--- config.mk ---
export PLATFORM = sky130hd
export DESIGN_NAME = udma_rx_packer_flat
export DESIGN_NICKNAME = d
export VERILOG_FILES = /design/src/rtl/udma_pkg.sv /design/src/rtl/udma_rx_packer_if.sv /design/src/rtl/udma_packer_fifo.sv /design/src/rtl/udma_rx_packer.sv /design/src/flat_wrapper.sv
export SDC_FILE = /design/constraint.sdc
export NUM_CORES = 1
export LEC_CHECK = 0
export BUFFER_PORTS_ARGS = -buffer_cell sky130_fd_sc_hd__buf_4
export CAP_MARGIN = 20
export CORE_ASPECT_RATIO = 0.9
export CORE_UTILIZATION = 30
export CTS_BUF_LIST = sky130_fd_sc_hd__clkbuf_8
export DETAILED_ROUTE_END_ITERATION = 12
export GPL_TIMING_DRIVEN = 0
export PLACE_DENSITY = 0.57
export SLEW_MARGIN = 0
export SYNTH_ARGS = -nofsm -noshare
export SYNTH_HDL_FRONTEND = slang
export SYNTH_SLANG_ARGS = --single-unit
--- constraint.sdc ---
create_clock -name clk_i -period 6.34 [get_ports clk_i]
set_input_delay 0.634 -clock clk_i [delete_from_list [all_inputs] [get_ports clk_i]]
set_output_delay 0.634 -clock clk_i [all_outputs]
set_load 0.01 [all_outputs]
--- src/rtl/udma_pkg.sv ---
// Shared uDMA channel types and datasize encodings.
package udma_pkg;

   typedef logic [31:0] ch_data_t;
   typedef logic [1:0]  ch_datasize_t;

   localparam ch_datasize_t UDMA_SIZE_BYTE = 2'b00;
   localparam ch_datasize_t UDMA_SIZE_HALF = 2'b01;
   localparam ch_datasize_t UDMA_SIZE_WORD = 2'b10;

   // FIFO entry is {datasize, data}
   localparam int unsigned PACKER_ENTRY_W = 34;

   typedef enum logic {
      StAcc   = 1'b0,
      StSplit = 1'b1
   } packer_state_e;

endpackage

--- src/rtl/udma_rx_packer_if.sv ---
// Byte intake stream plus uDMA linear RX channel (rx_out side) of the packer.
interface udma_rx_packer_if;
   import udma_pkg::*;

   logic         in_valid;
   logic [7:0]   in_data;
   logic         in_ready;
   logic         valid;
   ch_data_t     data;
   ch_datasize_t datasize;
   logic         ready;

   // Packer side: consumes bytes, produces channel transfers.
   modport slave (
      input  in_valid, in_data, ready,
      output in_ready, valid, data, datasize
   );

   // Environment side: peripheral byte source and uDMA channel sink.
   modport master (
      output in_valid, in_data, ready,
      input  in_ready, valid, data, datasize
   );

endinterface

--- src/rtl/udma_packer_fifo.sv ---
// Output FIFO for the RX packer; head data reads as zero while empty.
module udma_packer_fifo #(
   parameter int unsigned Depth = 2,
   parameter int unsigned Width = 34
) (
   input  logic             clk_i,
   input  logic             rstn_i,
   input  logic             clr_i,
   input  logic             push_i,
   input  logic [Width-1:0] data_i,
   output logic             full_o,
   output logic             empty_o,
   input  logic             pop_i,
   output logic [Width-1:0] data_o
);

   localparam int unsigned PtrW = (Depth > 1) ? $clog2(Depth) : 1;
   localparam int unsigned CntW = $clog2(Depth + 1);

   logic [Width-1:0] mem_q [Depth];
   logic [PtrW-1:0]  wptr_q, wptr_d, rptr_q, rptr_d;
   logic [CntW-1:0]  cnt_q, cnt_d;
   logic             do_push, do_pop;

   assign empty_o = (cnt_q == '0);
   assign full_o  = (cnt_q == CntW'(Depth));
   assign do_pop  = pop_i && !empty_o;
   // A push into a full FIFO only lands when the head leaves in the same cycle.
   assign do_push = push_i && (!full_o || do_pop);
   assign data_o  = empty_o ? '0 : mem_q[rptr_q];

   // Pointer and occupancy next-state.
   always_comb begin
      wptr_d = wptr_q;
      rptr_d = rptr_q;
      cnt_d  = cnt_q;
      if (clr_i) begin
         wptr_d = '0;
         rptr_d = '0;
         cnt_d  = '0;
      end else begin
         if (do_push) wptr_d = (wptr_q == PtrW'(Depth - 1)) ? '0 : wptr_q + 1'b1;
         if (do_pop)  rptr_d = (rptr_q == PtrW'(Depth - 1)) ? '0 : rptr_q + 1'b1;
         unique case ({do_push, do_pop})
            2'b10:   cnt_d = cnt_q + 1'b1;
            2'b01:   cnt_d = cnt_q - 1'b1;
            default: cnt_d = cnt_q;
         endcase
      end
   end

   // Pointer and occupancy registers.
   always_ff @(posedge clk_i or negedge rstn_i) begin
      if (!rstn_i) begin
         wptr_q <= '0;
         rptr_q <= '0;
         cnt_q  <= '0;
      end else begin
         wptr_q <= wptr_d;
         rptr_q <= rptr_d;
         cnt_q  <= cnt_d;
      end
   end

   // Storage; contents are don't-care while the FIFO is empty.
   always_ff @(posedge clk_i) begin
      if (do_push && !clr_i) mem_q[wptr_q] <= data_i;
   end

endmodule

--- src/rtl/udma_rx_packer.sv ---
// Packs a peripheral byte stream into little-endian uDMA words, with flush of
// partial words as half/byte transfers and a small output FIFO.
module udma_rx_packer
   import udma_pkg::*;
#(
   parameter int unsigned OUT_DEPTH = 2
) (
   input  logic clk_i,
   input  logic rstn_i,
   input  logic cfg_en_i,
   input  logic cfg_clr_i,
   input  logic cfg_pack_i,
   input  logic flush_i,
   output logic flush_done_o,
   output logic busy_o,
   udma_rx_packer_if.slave rx_if
);

   packer_state_e state_q, state_d;
   logic [1:0]    cnt_q, cnt_d;
   logic [23:0]   acc_q, acc_d;
   logic          flush_pend_q, flush_pend_d;

   logic                      in_ready, accept, flush_done;
   logic                      push;
   ch_datasize_t              push_size;
   ch_data_t                  push_data;
   logic                      fifo_full, fifo_empty;
   logic [PACKER_ENTRY_W-1:0] fifo_rdata;

   // Gated by reset so the ready output drops asynchronously with rstn_i.
   assign in_ready = rstn_i && cfg_en_i && (state_q == StAcc) && !flush_pend_q && !fifo_full;
   assign accept   = rx_if.in_valid && in_ready;

   // Byte intake, flush sequencing and FIFO push selection.
   always_comb begin
      state_d      = state_q;
      cnt_d        = cnt_q;
      acc_d        = acc_q;
      flush_pend_d = flush_pend_q;
      push         = 1'b0;
      push_size    = UDMA_SIZE_BYTE;
      push_data    = '0;
      flush_done   = 1'b0;
      if (cfg_clr_i) begin
         state_d      = StAcc;
         cnt_d        = '0;
         acc_d        = '0;
         flush_pend_d = 1'b0;
      end else begin
         if (accept) begin
            if (cfg_pack_i) begin
               unique case (cnt_q)
                  2'd0: acc_d[7:0]   = rx_if.in_data;
                  2'd1: acc_d[15:8]  = rx_if.in_data;
                  2'd2: acc_d[23:16] = rx_if.in_data;
                  default: begin
                     push      = 1'b1;
                     push_size = UDMA_SIZE_WORD;
                     push_data = {rx_if.in_data, acc_q};
                     acc_d     = '0;
                  end
               endcase
               // Wraps 3 -> 0 on the word-completing byte.
               cnt_d = cnt_q + 2'd1;
            end else begin
               push      = 1'b1;
               push_size = UDMA_SIZE_BYTE;
               push_data = {24'h0, rx_if.in_data};
            end
         end
         if (flush_i && !flush_pend_q) flush_pend_d = 1'b1;
         // Intake is closed while a flush is pending, so flush pushes never
         // collide with byte pushes.
         if (!fifo_full) begin
            unique case (state_q)
               StAcc: begin
                  if (flush_pend_q) begin
                     unique case (cnt_q)
                        2'd0: begin
                           flush_pend_d = 1'b0;
                           flush_done   = 1'b1;
                        end
                        2'd1: begin
                           push      = 1'b1;
                           push_size = UDMA_SIZE_BYTE;
                           push_data = {24'h0, acc_q[7:0]};
                           cnt_d     = '0;
                           acc_d     = '0;
                        end
                        2'd2: begin
                           push      = 1'b1;
                           push_size = UDMA_SIZE_HALF;
                           push_data = {16'h0, acc_q[15:0]};
                           cnt_d     = '0;
                           acc_d     = '0;
                        end
                        default: begin
                           push      = 1'b1;
                           push_size = UDMA_SIZE_HALF;
                           push_data = {16'h0, acc_q[15:0]};
                           state_d   = StSplit;
                        end
                     endcase
                  end
               end
               StSplit: begin
                  push      = 1'b1;
                  push_size = UDMA_SIZE_BYTE;
                  push_data = {24'h0, acc_q[23:16]};
                  cnt_d     = '0;
                  acc_d     = '0;
                  state_d   = StAcc;
               end
               default: state_d = StAcc;
            endcase
         end
      end
   end

   // Packer state registers.
   always_ff @(posedge clk_i or negedge rstn_i) begin
      if (!rstn_i) begin
         state_q      <= StAcc;
         cnt_q        <= '0;
         acc_q        <= '0;
         flush_pend_q <= 1'b0;
      end else begin
         state_q      <= state_d;
         cnt_q        <= cnt_d;
         acc_q        <= acc_d;
         flush_pend_q <= flush_pend_d;
      end
   end

   udma_packer_fifo #(
      .Depth (OUT_DEPTH),
      .Width (PACKER_ENTRY_W)
   ) u_fifo (
      .clk_i   (clk_i),
      .rstn_i  (rstn_i),
      .clr_i   (cfg_clr_i),
      .push_i  (push),
      .data_i  ({push_size, push_data}),
      .full_o  (fifo_full),
      .empty_o (fifo_empty),
      .pop_i   (rx_if.valid && rx_if.ready),
      .data_o  (fifo_rdata)
   );

   assign rx_if.in_ready = in_ready;
   assign rx_if.valid    = !fifo_empty;
   assign rx_if.data     = fifo_rdata[31:0];
   assign rx_if.datasize = fifo_rdata[33:32];
   assign flush_done_o   = flush_done;
   assign busy_o         = (cnt_q != 2'd0) || flush_pend_q || !fifo_empty;

endmodule
--- src/flat_wrapper.sv ---
// flat-port wrapper written by rule: the top's interface ports become plain ports
module udma_rx_packer_flat import udma_pkg::*;
#(
   parameter int unsigned OUT_DEPTH = 2
)
  (clk_i, rstn_i, cfg_en_i, cfg_clr_i, cfg_pack_i, flush_i, flush_done_o, busy_o, rx_if_in_valid, rx_if_in_data, rx_if_ready, rx_if_in_ready, rx_if_valid, rx_if_data, rx_if_datasize);
  udma_rx_packer_if rx_if_i ();
  input  logic clk_i;
  input  logic rstn_i;
  input  logic cfg_en_i;
  input  logic cfg_clr_i;
  input  logic cfg_pack_i;
  input  logic flush_i;
  output logic flush_done_o;
  output logic busy_o;
  input wire logic [$bits(rx_if_i.in_valid)-1:0] rx_if_in_valid;
  input wire logic [$bits(rx_if_i.in_data)-1:0] rx_if_in_data;
  input wire logic [$bits(rx_if_i.ready)-1:0] rx_if_ready;
  output wire logic [$bits(rx_if_i.in_ready)-1:0] rx_if_in_ready;
  output wire logic [$bits(rx_if_i.valid)-1:0] rx_if_valid;
  output wire logic [$bits(rx_if_i.data)-1:0] rx_if_data;
  output wire logic [$bits(rx_if_i.datasize)-1:0] rx_if_datasize;
  assign rx_if_i.in_valid = rx_if_in_valid;
  assign rx_if_i.in_data = rx_if_in_data;
  assign rx_if_i.ready = rx_if_ready;
  assign rx_if_in_ready = rx_if_i.in_ready;
  assign rx_if_valid = rx_if_i.valid;
  assign rx_if_data = rx_if_i.data;
  assign rx_if_datasize = rx_if_i.datasize;
  udma_rx_packer #(.OUT_DEPTH(OUT_DEPTH)) u_core (.clk_i(clk_i), .rstn_i(rstn_i), .cfg_en_i(cfg_en_i), .cfg_clr_i(cfg_clr_i), .cfg_pack_i(cfg_pack_i), .flush_i(flush_i), .flush_done_o(flush_done_o), .busy_o(busy_o), .rx_if(rx_if_i));
endmodule
# After elaboration in Yosys (flattened, before gate mapping)
# Memories as Yosys holds them, arrays and structs flattened.
# Cells that the tools add are included.
op_classes:
  n_eq_ne: 6
  shift: 0
  n_addsub: 5
  bitwise: 1
  n_mul: 0
  n_lt_le_gt_ge: 0
  muxes: 67
  div: 0
  n_reduce_logical: 27
op_table:
  columns: ["operator", "n"]
  rows:
  - ["32-bit 2-to-1 mux", 6]
  - ["24-bit 2-to-1 mux", 6]
  - ["32-bit case mux with 2 select lines", 2]
  - ["24-bit case mux with 2 select lines", 1]
  - ["8-bit case mux with 2 select lines", 3]
  - ["34-bit 2-to-1 mux", 1]
  - ["1-bit 2-to-1 mux", 29]
  - ["2-bit 2-to-1 mux", 13]
  - ["2-bit case mux with 2 select lines", 4]
  - ["1-bit logical AND", 10]
  - ["2-bit equality test, second input constant", 3]
  - ["2-bit nonzero test", 3]
  - ["2-bit OR reduction", 3]
  - ["2-bit by 1-bit adder with 2-bit output, second input constant", 2]
  - ["2-bit by 1-bit equality test with 1-bit output, second input constant", 2]
  - ["1-bit zero test", 4]
  - ["2-bit zero test", 2]
  - ["1-bit case mux with 2 select lines", 2]
  - ["1-bit logical OR", 3]
  - ["3-bit nonzero test", 1]
  - ["3-bit OR reduction", 1]
  - ["1-bit adder, second input constant", 2]
  - ["2-bit inequality test, second input constant", 1]
  - ["2-bit by 1-bit subtractor with 2-bit output, second input constant", 1]
  - ["1-bit NOT", 1]
word_totals:
  output_inout_bits: 38
  mem_count: 1
  latch_bits: 0
  input_bits: 16
  reg_bits: 32
  romBits: 0
  ramBits: 68
  elab_cells: 114
memory_table:
  columns: ["memory", "words", "word_bits", "read_ports", "rd_ports_with_merged_regs", "write_ports", "line_no", "rtl"]
  rows:
  - ["u_core.u_fifo.mem_q", 2, 34, 1, 0, 1, "udma_packer_fifo.sv:20", "logic [Width-1:0] mem_q [Depth];"]

# Logic depth before layout (Yosys ltp)
depth:
  depth_word: 15
  ltp_mapped: 7

# Hierarchy
# Synthesis repeated with hierarchy kept, for this count alone.
unflattened:
  hier_cells: 368
  hier_area_um2: 4655.7
modules_own_cells:
  columns: ["mod", "area_per_inst_um2", "cells_each", "n_inst"]
  rows:
  - ["udma_packer_fifo", 2801.4, 168, 1]
  - ["udma_rx_packer", 1854.3, 200, 1]

# Worst setup path after synthesis
# OpenSTA, ideal clock, no wires.
synth_timing:
  path_kind: "flip-flop to flip-flop"
  from: "register u_core.cnt_q[0]"
  to: "memory u_core.u_fifo.mem_q[1][0] (enable)"
  path_slack_ns: 1.163
  path_buffers: 0
  setup_time_ns: 0.522
  path_stages_with_launch: 6
  period_less_slack_ns: 5.177
  arrival_time_ns: 4.655
  cell_sequence: "dfrtp_1 -> inv_1 -> ha_1 -> and2b_1 -> a211oi_1 -> nor4b_1"
synth_between:
  elab_chain_len: 14
  word_cells_on_any_way: 16
synth_rtl:
  columns: ["element", "line_no", "rtl"]
  rows:
  - ["start, declared", "udma_rx_packer.sv:20", "logic [1:0] cnt_q, cnt_d;"]
  - ["start signal, assigned", "udma_rx_packer.sv:130", "cnt_q <= cnt_d;"]
  - ["2-bit equality test, or another cell as far along", "udma_rx_packer.sv:53", "unique case (cnt_q)"]
  - ["3-bit OR reduction (no source line)", null, null]
  - ["1-bit 2-to-1 mux", "udma_rx_packer.sv:53", null]
  - ["1-bit 2-to-1 mux", "udma_rx_packer.sv:52", "if (cfg_pack_i) begin"]
  - ["1-bit 2-to-1 mux", "udma_rx_packer.sv:51", "if (accept) begin"]
  - ["1-bit 2-to-1 mux", "udma_rx_packer.sv:79", "unique case (cnt_q)"]
  - ["1-bit 2-to-1 mux", "udma_rx_packer.sv:78", "if (flush_pend_q) begin"]
  - ["1-bit case mux with 2 select lines", "udma_rx_packer.sv:76", "unique case (state_q)"]
  - ["1-bit 2-to-1 mux *", "udma_rx_packer.sv:75", "if (!fifo_full) begin"]
  - ["1-bit 2-to-1 mux *", "udma_rx_packer.sv:45", "if (cfg_clr_i) begin"]
  - ["1-bit logical AND *", "udma_packer_fifo.sv:29", "assign do_push = push_i && (!full_o || do_pop);"]
  - ["1-bit logical AND *", "udma_packer_fifo.sv:67", "if (do_push && !clr_i) mem_q[wptr_q] <= data_i;"]
  - ["1-bit 2-to-1 mux *", "udma_packer_fifo.sv:67", null]
  - ["1-bit 2-to-1 mux (not written as such) *", "udma_packer_fifo.sv:67", null]
  - ["end, declared", "udma_packer_fifo.sv:20", null]
# Mark *: on every way between the ends. The rest lies on a longest branch, timed or not.

# Worst setup path after layout
layout_timing:
  from: "register u_core.u_fifo.rptr_q"
  to: "output rx_if_data[27]"
layout_between:
  elab_chain_len: 2
layout_rtl:
  columns: ["element", "line_no", "rtl"]
  rows:
  - ["start, declared", "udma_packer_fifo.sv:21", "logic [PtrW-1:0] wptr_q, wptr_d, rptr_q, rptr_d;"]
  - ["start signal, assigned", "udma_packer_fifo.sv:60", "rptr_q <= rptr_d;"]
  - ["memory read 2 x 34 bit", null, null]
  - ["34-bit 2-to-1 mux", "udma_packer_fifo.sv:30", "assign data_o = empty_o ? '0 : mem_q[rptr_q];"]
  - ["end, declared", "flat_wrapper.sv:21", "output wire logic [$bits(rx_if_i.data)-1:0] rx_if_data;"]
# No other way between the ends.

==> results_dict.tcl <==
set metrics [dict create \
    netlist_area_mm2 0.00462 \
    final_util 0.371 \
    cp_max_fo 10 \
    path_class "flop to output port" \
    vias 3210 \
    r2r_cells 8 \
    cts_buffers 9 \
    die_y_um 120 \
    grt_pass1_vias 3309 \
    finalClockSkew_ns 0.0162 \
    async_flop_share 0.320 \
    layout_min_cycle_time_ns 2.92 \
    worst_pin_slew_ns 0.888 \
    cts_max_level 3 \
    hp-class "primary input to async pin" \
    slew_headroom 0.406 \
    status "complete, no violations" \
    place.gp.congestion 0.818 \
    rows 42 \
    die_x_um 133 \
    cts_tree "done" \
    pwr-share-seq 0.616 \
    hold_buffers 0 \
    root_buffer "clkbuf_8" \
    cp.arrival_ns 2.29 \
    synth_top_area_frac 0.442 \
    synth_edf_count 68 \
    cp_slowest_cell "buf_1" \
    hpwlAfterDp_um 7810 \
    fin_crit_sh 0.461 \
    fin_tns_setup_ns 0 \
    p_sw_uw 268 \
    cp_cell_sequence "clkbuf_1 > buf_1 > mux2i_1 > nor2_1 > buf_4" \
    internal_power_uw 873 \
    end_kind "output port" \
    crit_end "rx_if_data[27]" \
    fmax_ghz 0.342 \
    grt_overflow 0 \
    viasPerCell 5.06 \
    powerDensity_mw_per_mm2 207 \
    nets 452 \
    ir_worst_vdd_uv 84.4 \
    p_sw_frac 0.235 \
    synth_top_area_cell "edfxtp_1" \
    drtAntennaViolNets 0 \
    wirelength_um 10800 \
    r2r-end "u_core.u_fifo.mem_q[1][13]" \
    io_pins 54 \
    synth_commonest_cells "edfxtp_1, nor2_1, mux2i_1" \
    antenna_found_initial 0 \
    required_ns 5.71 \
    pwr-share-clk 0.305 \
    yosysSeqAreaShare 0.615 \
    grt_pass1_wl_um 17300 \
    syn_inst 358 \
    drv_slew 0 \
    ys_types 48 \
    cts_max_path_buffers 2 \
    postCtsResizedCells 0 \
    clkSinkCount 100 \
    top_layer "met4" \
    yosysWarnings 0 \
    synth_seq_cells 100 \
    r2r_slack_ns 3.58 \
    insertion_delay_ns 0.36 \
    rsz0062_at_grt "no" \
    final_layout_size_suffix_gt1_frac 0.215 \
    drt-met1-wl_um 4830 \
    synthFlopType "edfxtp_1" \
    wl_per_cell_um 17.0 \
    syn_to_final_growth_pct 19.4 \
    route.met2.wl_um 4920 \
    diodes 0 \
    crit_start "u_core.u_fifo.rptr_q" \
    drc 0 \
    maxCapViolations 0 \
    final_hold_viol_count 0 \
    pwr-share-comb 0.079 \
    place.port_buffers 53 \
    start_util 0.311 \
    r2r_start "u_core.cnt_q[0]" \
    syn-num-nets 378 \
    grt_max_degree 37 \
    synth.area.top_cells "edfxtp_1, dfrtp_1, mux2i_1, nor2_1, a32o_1" \
    finalSetupViolations 0 \
    dr.pass1.iters 4 \
    leakagePower_uw 0.00193 \
    crit_path_max_incr_delay_ns 0.61 \
    core_mm2 0.0149 \
    die_area_mm2 0.0159 \
    cp-start-kind "flop" \
    yosysMostFrequentCell "edfxtp_1" \
    grt_usage 0.142 \
    cts.reportedPaths.clkPinSlew_ns 0.10 \
    syn_avg_cell_area_um2 12.9 \
    drtIter0Drc 227 \
    post_cts_buffers 0 \
    met3_length_um 646 \
]
power by group through the flow:
stage	combinational, µW	clock [µW]	sequential, µW
after floorplan	45.6	0	717
after global placement	88.4	0	718
after detailed placement	91.7	0	717
after CTS	91.9	360	703
after global routing	98.5	385	704
final	90.7	348	703
worst min-delay path by stage:
| stage | from | end |
|---|---|---|
| floorplan | rstn_i | u_core.acc_q[0] |
| global placement | u_core.acc_q[13] | u_core.acc_q[13] |
| detailed placement | u_core.acc_q[8] | u_core.acc_q[8] |
| CTS | rstn_i | u_core.state_q |
| global route | rstn_i | u_core.acc_q[3] |
| finish | rstn_i | u_core.acc_q[3] |
state kept, by name (all words and copies together) (netlist names):
signal	count
u_core.acc_q	24
u_core.u_fifo.cnt_q	2
u_core.u_fifo.mem_q	68
u_core.cnt_q	2
u_core.u_fifo.rptr_q	1
u_core.state_q	1
u_core.u_fifo.wptr_q	1
u_core.flush_pend_q	1
worst max-delay path: cells and delay by family, from the launching register on:
kind | cells | cell delay (ns)
muxes | 1 | 0.26
buffers and inverters | 3 | 1.27
and+or+nand+nor | 1 | 0.08
DFF | 1 | 0.32
per-layer routing:
layer / track usage / up-vias
li1: - / 1491
met1: 0.183 / 1568
met2: 0.225 / 124
met3: 0.0351 / 27
met4: 0.0675 / 0
met5: 0 / -
cell usage in the layout, fill, tap and decap left out, drive strengths merged, types with 4 or more instances in the layout:
cell    Yosys  layout
edfxtp     68      68
nor3       11      11
inv        12      15
mux2i      34      34
nand2      14      14
a221oi     16      16
dfrtp      32      32
nor2       48      48
a32oi       8       8
a21oi       6       6
clkbuf     10      19
or3         4       4
nand2b      5       5
ha          4       4
and2       24      24
a32o       16      16
buf        12      75
nor4        5       5
final cells by class:
cell class	count	area, µm²
multi-input cells	224	1640
fillers	1435	9350
flip-flops and latches	100	2840
repair buffers	63	473
plain buffers	22	108
inverters	12	45.0
clock inverters	7	40.0
well taps	198	248
clock buffers	9	124
metrics by stage:
stage	cells	instance area [µm²]	setup slack, ns	total power (µW)	hold slack (ns)
4_1_cts	635	5520	3.30	1150	0.223
5_1_grt	635	5520	3.21	1190	0.246
3_3_place_gp	609	5270	-1.53	806	0.473
2_1_floorplan	358	4620	1.16	762	0.338
3_5_place_dp	619	5360	3.21	809	0.474
6_report	635	5520	3.42	1140	0.229
cells by family after synthesis:
kind of cell             Yosys count  synth area share
AND/OR/NAND/NOR                  123             0.148
flip-flops                       100             0.615
AO/OA/AOI/OAI                     60             0.113
multiplexers                      35            0.0760
buffers and inverters             34            0.0330
adder cells (fa/ha/maj)            4            0.0108
XOR/XNOR                           2           0.00379
No activity file was read; power rests on OpenSTA's default activity.
